==> src/rtl/nes_bus_pkg.sv <==
// Shared CPU-bus definitions: register addresses, region bounds and the
// OAM DMA state encoding.
package nes_bus_pkg;

    localparam logic [15:0] DMA_REG_ADDR_C  = 16'h4014;
    localparam logic [15:0] OAM_DATA_ADDR_C = 16'h2004;

    localparam logic [15:0] RAM_BASE_C      = 16'h0000;
    localparam logic [15:0] RAM_END_C       = 16'h1FFF;
    localparam logic [15:0] PPU_REG_BASE_C  = 16'h2000;
    localparam logic [15:0] PPU_REG_END_C   = 16'h3FFF;
    localparam logic [15:0] APU_IO_BASE_C   = 16'h4000;
    localparam logic [15:0] APU_IO_END_C    = 16'h401F;
    localparam logic [15:0] CART_BASE_C     = 16'h4020;

    typedef enum logic [2:0] {
        IDLE,
        HALT,
        ALIGN,
        READ,
        WRITE
    } dma_state_t;

endpackage

==> src/rtl/oam_dma.sv <==
// Sprite DMA: a CPU write to the DMA register halts the CPU and copies one
// page through the bus into the PPU OAM data port, one read/write pair per byte.
module oam_dma
    import nes_bus_pkg::*;
#(
    parameter logic [15:0] DMA_REG_ADDR  = DMA_REG_ADDR_C,
    parameter logic [15:0] OAM_DATA_ADDR = OAM_DATA_ADDR_C,
    parameter int unsigned NUM_BYTES     = 256
) (
    input  logic        CLK,
    input  logic        RESET,
    input  logic [15:0] cpu_addr,
    input  logic [7:0]  cpu_data_out,
    input  logic        cpu_rw_n,
    input  logic [7:0]  bus_data_in,
    output logic        cpu_halt,
    output logic        dma_active,
    output logic [15:0] dma_addr,
    output logic [7:0]  dma_data_out,
    output logic        dma_rw_n,
    output logic        dma_done
);

    localparam logic [7:0] LAST_IDX = 8'(NUM_BYTES - 1);

    dma_state_t r_state;
    dma_state_t w_next;
    logic [7:0] r_page;
    logic [7:0] r_idx;
    logic [7:0] r_latch;
    logic       r_parity;
    logic       r_done;
    logic       w_trigger;
    logic       w_last;

    assign w_trigger = (r_state == IDLE) && !cpu_rw_n && (cpu_addr == DMA_REG_ADDR);
    assign w_last    = (r_idx == LAST_IDX);

    // Parity runs freely so HALT can tell whether an alignment cycle is needed.
    always_ff @(posedge CLK or posedge RESET) begin
        if (RESET) begin
            r_state  <= IDLE;
            r_parity <= 1'b0;
            r_done   <= 1'b0;
        end else begin
            r_state  <= w_next;
            r_parity <= ~r_parity;
            r_done   <= (r_state == WRITE) && w_last;
        end
    end

    always_ff @(posedge CLK or posedge RESET) begin
        if (RESET) begin
            r_page  <= '0;
            r_idx   <= '0;
            r_latch <= '0;
        end else begin
            if (w_trigger) begin
                r_page <= cpu_data_out;
                r_idx  <= '0;
            end
            if (r_state == READ)
                r_latch <= bus_data_in;
            if ((r_state == WRITE) && !w_last)
                r_idx <= r_idx + 8'd1;
        end
    end

    always_comb begin
        w_next = r_state;
        case (r_state)
            IDLE:    if (w_trigger) w_next = HALT;
            HALT:    w_next = r_parity ? ALIGN : READ;
            ALIGN:   w_next = READ;
            READ:    w_next = WRITE;
            WRITE:   w_next = w_last ? IDLE : READ;
            default: w_next = IDLE;
        endcase
    end

    always_comb begin
        cpu_halt     = 1'b0;
        dma_active   = 1'b0;
        dma_addr     = '0;
        dma_data_out = '0;
        dma_rw_n     = 1'b1;
        case (r_state)
            HALT, ALIGN: cpu_halt = 1'b1;
            READ: begin
                cpu_halt   = 1'b1;
                dma_active = 1'b1;
                dma_addr   = {r_page, r_idx};
            end
            WRITE: begin
                cpu_halt     = 1'b1;
                dma_active   = 1'b1;
                dma_rw_n     = 1'b0;
                dma_addr     = OAM_DATA_ADDR;
                dma_data_out = r_latch;
            end
            default: ;
        endcase
    end

    assign dma_done = r_done;

endmodule

==> config.mk <==
export PLATFORM = sky130hd
export DESIGN_NAME = oam_dma
export DESIGN_NICKNAME = d
export VERILOG_FILES = /design/src/rtl/nes_bus_pkg.sv /design/src/rtl/oam_dma.sv
export SDC_FILE = /design/constraint.sdc
export NUM_CORES = 1
export LEC_CHECK = 0
export CAP_MARGIN = 20
export CORE_MARGIN = 8
export CORE_UTILIZATION = 34
export DETAILED_ROUTE_END_ITERATION = 6
export PLACE_DENSITY = 0.68
export SETUP_SLACK_MARGIN = 0.4
export SLEW_MARGIN = 25
export SYNTH_ARGS = -nofsm -noshare
export SYNTH_HDL_FRONTEND = slang
export SYNTH_SLANG_ARGS = --single-unit
==> constraint.sdc <==
create_clock -name CLK -period 3.75 [get_ports CLK]
set_input_delay 0.9375 -clock CLK [delete_from_list [all_inputs] [get_ports CLK]]
set_output_delay 0.9375 -clock CLK [all_outputs]
set_load 0.005 [all_outputs]
* Yosys cells after proc, flatten, opt, wreduce, memory -nomap -nowiden
Index checks and enable logic that the tools add are counted.
W data, S select, Z words.
** Operators by class
- Bitwise gates (word level) :: 1
- Reduce and logical (&&, ||, !) cells :: 10
- Multiplexer cells :: 11
- Eq/ne operators :: 7
- Add/sub/neg operators :: 1
** Operators with widths (number)
- $pmux W16 S2 :: 1
- $mux W8 :: 3
- $eq A16 B15 Y1 const B :: 1
- $pmux W3 S5 :: 1
- $add A8 B1 Y8 const B :: 1
- $eq A8 B8 Y1 const B :: 1
- $eq A3 B2 Y1 const B :: 2
- $logic_and A1 B1 Y1 :: 4
- $mux W1 :: 4
- $reduce_or A4 Y1 :: 1
- $eq A3 B1 Y1 const B :: 1
- $eq A3 B3 Y1 const B :: 1
- $logic_not A3 Y1 :: 1
- $mux W3 :: 1
- $logic_not A1 Y1 :: 2
- $mux W2 :: 1
- $ne A2 B2 Y1 const B :: 1
- $reduce_bool A2 Y1 :: 1
- $reduce_or A2 Y1 :: 1
- $not A1 Y1 :: 1
** Word-level totals
- Register bits after elaboration :: 29
- Logic and storage cells :: 36
- Output and inout bits :: 28
- Input port bits :: 35

* Longest topological paths before layout
- Depth after elaboration :: 5
- Mapped depth :: 5
- Depth with buffers taken out :: 5

* Worst setup path before layout
No wires, ideal clock.
- Path type :: input-to-reg
- Start :: input port cpu_addr[1]
- End :: register r_page[0]
- Data required time :: 3.625 ns
- Buffers on the path :: 0
- Setup slack :: 1.518 ns
- Stages :: 4
- Setup time :: 0.125 ns
- Arrival time :: 2.107 ns
- Cells stage by stage :: nor4b_1 nand2_1 nor3_4 mux2_2
** Between the ends
- Longest elaborated chain between the ends :: 2
** Ends and longest elaborated chain
- from (decl) :: line oam_dma.sv:12 : input logic [15:0] cpu_addr,
- $eq A16 B15 Y1 :: line oam_dma.sv:36 : assign w_trigger = (r_state == IDLE) && !cpu_rw_n && (cpu_addr == DMA_REG_ADDR);
- $logic_and A1 B1 Y1 :: line oam_dma.sv:36
- to (signal assigned) :: line oam_dma.sv:59 : r_page <= cpu_data_out;
- to (decl) :: line oam_dma.sv:28 : logic [7:0] r_page;
Every way passes these cells.
A chain may end at the register's enable or synchronous reset.

* Final worst setup path
- Start :: register r_state[0]
- End :: output port dma_addr[11]
** Between the ends
- Longest elaborated chain between the ends :: 2
- Elaborated cells on any way between the ends :: 3
- Those cells by class :: 2 x eq/ne; 1 x mux
** Ends and longest elaborated chain
- from (decl) :: line oam_dma.sv:26 : dma_state_t r_state;
- from (signal assigned) :: line oam_dma.sv:46 : r_state <= w_next;
- $eq A3 B3 Y1 / $eq A3 B2 Y1 (equally long branches) :: line oam_dma.sv:87 : case (r_state)
- $pmux W16 S2 * :: line oam_dma.sv:87
- to (decl) :: line oam_dma.sv:18 : output logic [15:0] dma_addr,
Every way passes the cells marked *; elsewhere a longest branch is shown, timed or not.

==> out/qor_table.md <==
| Step | Quantity | This run |
|:---|:---|:---|
| routing | Total wire length | 3790 um |
| routing | Count of routing violations after the opening detailed-route iteration | 60 |
| timing | Number of endpoints failing setup at the final stage | 0 |
| logic synthesis | Fraction of synthesized area in multiplexers | 0.1260 |
| logic synthesis | Net Count, Synth | 177 |
| layout | Non-filler instance count after layout | 261 |
| timing | Share of the clock period used by the worst path after layout | 0.8335 |
| clocking | Clock latency of the later-clocked register in the worst-skew pair | 270 ps |
| layout | Fraction of final layout cells sized beyond drive strength 1 | 0.1435 |
| setup path | WP data required | 2810 ps |
| place | Count of input and output buffers | 62 |
| timing | Clock Skew | 4.424 ps |
| place | Number of cells after detailed placement | 254 |
| routing | Routed via count | 1283 |
| flow run | Max Cap Viol | 0 |
| floorplanning | Number of core rows | 24 |
| timing | Max Clk Rate | 319.9 MHz |
| floorplanning | Area enclosed by the die boundary | 0.006826 mm2 |
| global routing | Initial antenna violation count | 0 |
| timing | Hold violation count in the final report | 0 |
| routing | Count of TritonRoute iterations in the first routing pass | 4 |
| min path | Start point of the worst hold path | r_parity$_DFF_PP0_ |
| timing | Max-slew headroom at the worst pin | 0.6263 |
| logic synthesis | Total standard cell area after synthesis | 0.001509 mm2 |
| routing | Final antenna-violating net count | 0 |
| setup path | Startpoint type of the worst setup path | flip-flop |
| layout | Filler instances | 428 |
| floorplanning | Floorplan Core Area | 0.004324 mm2 |
| setup path | Nature of the critical path endpoint | output port |
| layout | Top library cells by usage in the layout, fill and taps aside | sky130_fd_sc_hd__clkdlybuf4s50_1, sky130_fd_sc_hd__dfrtp_1, sky130_fd_sc_hd__and2_1 |
| clocking | Clk buf depth | 2 |
| floorplanning | Initial Utilization | 0.3490 |
| place | DP HPWL | 2934 um |
| floorplanning | Height of the die | 82.62 um |
| logic synthesis | Cell variety after synth | 34 |
| logic synthesis | Number of storage elements in the synthesis netlist | 29 |
| setup path | Crit path from | r_state[0]$_DFFE_PP0P_ |
| logic synthesis | Dominant combinational cell family by area after synthesis | simple AND/OR/NAND/NOR gates |
| min path | HP Class | reg2reg |
| global routing | Global-route wire length before repair | 6513 um |
| pwr | Power density over cell area | 602.3 mW/mm2 |
| setup path | CP max FO | 19 |
| setup path | CP Data Arrival Time | 2190 ps |
| clocking | # resized after CTS | 0 |
| clocking | CTS buffer count | 5 |
| setup path | Slowest stage delay, CP | 520 ps |
| global routing | Via count of the first global-routing pass | 1439 |
| pwr | Leak Pwr | 0.9532 nW |
| logic synthesis | Synth Area in XOR/XNOR | 0.01741 |
| pwr | Peak supply drop | 0.2992 mV |
| setup path | Worst-path cell with the longest stage delay | sky130_fd_sc_hd__dfrtp_1 |
| timing | Number of pins exceeding their max-slew limit in the final report | 0 |
| timing | Hold slack final | 441.3 ps |
| timing | Unrepaired setup endpoints after global routing | no |
| routing | Routed len/inst | 14.52 um |
| floorplanning | Boundary pin count | 63 |
| global routing | GRT Overall Usage | 0.1241 |
| setup path | Crit Path Class | reg2out |
| floorplanning | Die X-Extent | 82.62 um |
| clocking | Root cell of the clock tree | sky130_fd_sc_hd__clkbuf_8 |
| routing | Post-route DRC | 0 |
| logic synthesis | Share of synthesized cell area in and, or, nand and nor gates | 0.2421 |
| global routing | Largest net degree at the start of global routing | 30 |
| clocking | TritonCTS sink count | 29 |
| timing | Total Neg Setup Slack | 0 ps |
| clocking | H-tree levels | 2 |
| routing | Via density per instance | 4.916 |
| layout | Count of nets after finishing | 245 |
| place | GPL Wtd Cong | 0.8475 |
| setup path | Crit-path cells | nand2_1 > nor2_1 > buf_4 > and2_1 > clkdlybuf4s50_1 |
| layout | Inserted Diodes | 0 |
| place | Minimum setup slack after placement | 905.3 ps |
| logic synthesis | Compound-gate portion of the synthesized area | 0.09204 |
| clocking | CTS tree | yes |
| timing | Setup slack after layout | 624.2 ps |
| logic synthesis | Synthesized netlist cell count | 141 |
| clocking | Post-CTS Hold Fix Bufs | 0 |
| logic synthesis | Sequential share of the synthesized area | 0.4809 |
| logic synthesis | Yosys synthesis warning count | 0 |
| logic synthesis | Synth Area in Adders | 0.008292 |
| layout | Layout-stage area growth over the synthesis result | 51.08% |
| clocking | Clock slew seen by the registers of the worst setup and hold paths | 60 ps |
| layout | Most common cell after layout, fill and taps aside | sky130_fd_sc_hd__clkdlybuf4s50_1 |
| timing | Tmin final | 3126 ps |
| run status | Outcome | finished, final reports clean |
| global routing | Grt total ovfl | 0 |
| setup path | Reg-to-reg startpoint | r_idx[0]$_DFFE_PP0P_ |
| timing | Actual slew at the worst max-slew pin | 556.8 ps |
| clocking | Post-CTS Repair Setup Buffers | 0 |
| logic synthesis | Mean instance size in the synthesized netlist | 10.70 um2 |
-- routing by layer --
metal,vias up,wire [um],GRT usage
li1,633,-,-
met1,604,1552,0.1398
met2,41,1815,0.2020
met3,5,380,0.05952
met4,0,41,0.04138
met5,-,0,0
-- worst paths after layout --
path | endpoint | slack [ps] | cells after the start
hold / removal | r_parity$_DFF_PP0_ | 440 | 1
hold reg to reg | r_parity$_DFF_PP0_ | 440 | 1
max in group asynchronous | r_latch[6]$_DFFE_PP0N_ | 2450 | 3
min in group asynchronous | r_page[3]$_DFFE_PP0P_ | 1030 | 3
setup reg to reg | r_idx[3]$_DFFE_PP0P_ | 1850 | 5
setup / recovery | dma_addr[11] | 620 | 5
-- area by class of cell --
cell class | instances | area, um2 | area share
timing repair buffer | 65 | 643.1 | 0.2821
tap | 52 | 65.06 | 0.02854
inverter | 7 | 26.28 | 0.01153
multi-input combinational | 101 | 733.2 | 0.3216
clock buffer | 7 | 86.33 | 0.03787
sequential | 29 | 725.7 | 0.3183
-- power breakdown --
group | total [mW] | switching [mW] | internal, mW | leakage (nW)
Combinational | 0.584 | 0.251 | 0.333 | 0.556
Clock | 0.256 | 0.110 | 0.145 | 0.0443
Sequential | 0.533 | 0.117 | 0.416 | 0.353
-- state kept, by name (all words and copies together), names as in the netlist --
signal    count
r_idx         8
dma_done      1
r_state       3
r_parity      1
r_latch       8
r_page        8
-- synthesized netlist by cell type, drive strengths merged --
library cell	number	share of area
a21oi	3	0.0099
a31oi	1	0.0041
and2	19	0.079
and3	1	0.0041
and4	1	0.0058
buf	2	0.011
clkbuf	2	0.0050
dfrtp	29	0.48
ha	1	0.0083
inv	7	0.017
mux2	16	0.12
mux2i	1	0.0066
nand2	12	0.030
nand3	7	0.027
nand4	2	0.0083
nor2	5	0.012
nor3	6	0.035
nor3b	1	0.012
nor4	2	0.0083
nor4b	2	0.012
o2111ai	1	0.0058
o211ai	3	0.015
o21a	2	0.0099
o21ai	7	0.023
o22ai	1	0.0041
o31a	1	0.0058
o31ai	1	0.014
or3	1	0.0041
or4	1	0.0050
xnor2	3	0.017
-- cells by family (layout without fill, tap and decap cells) --
group                    Yosys count  in the layout
XOR/XNOR                           3              3
flip-flops                        29             29
AND/OR/NAND/NOR                   60             60
adder cells (fa/ha/maj)            1              1
multiplexers                      17             17
AO/OA/AOI/OAI                     20             20
buffers and inverters             11             79
-- critical path: cells and delay by family, from the launching register on --
family / cells / cell delay, ps
buffers and inverters: 2 / 770
DFF: 1 / 520
and+or+nand+nor: 3 / 620
-- metrics by stage --
step	area (um2)	power [mW]	util
global placement	2193	1.123	0.5072
floorplan	1509	0.8736	-
finish	2280	1.373	0.5272
global route	2280	1.476	0.5272
CTS	2280	1.389	0.5272
detailed placement	2193	1.130	0.5072
No activity file was read; power rests on OpenSTA's default activity.
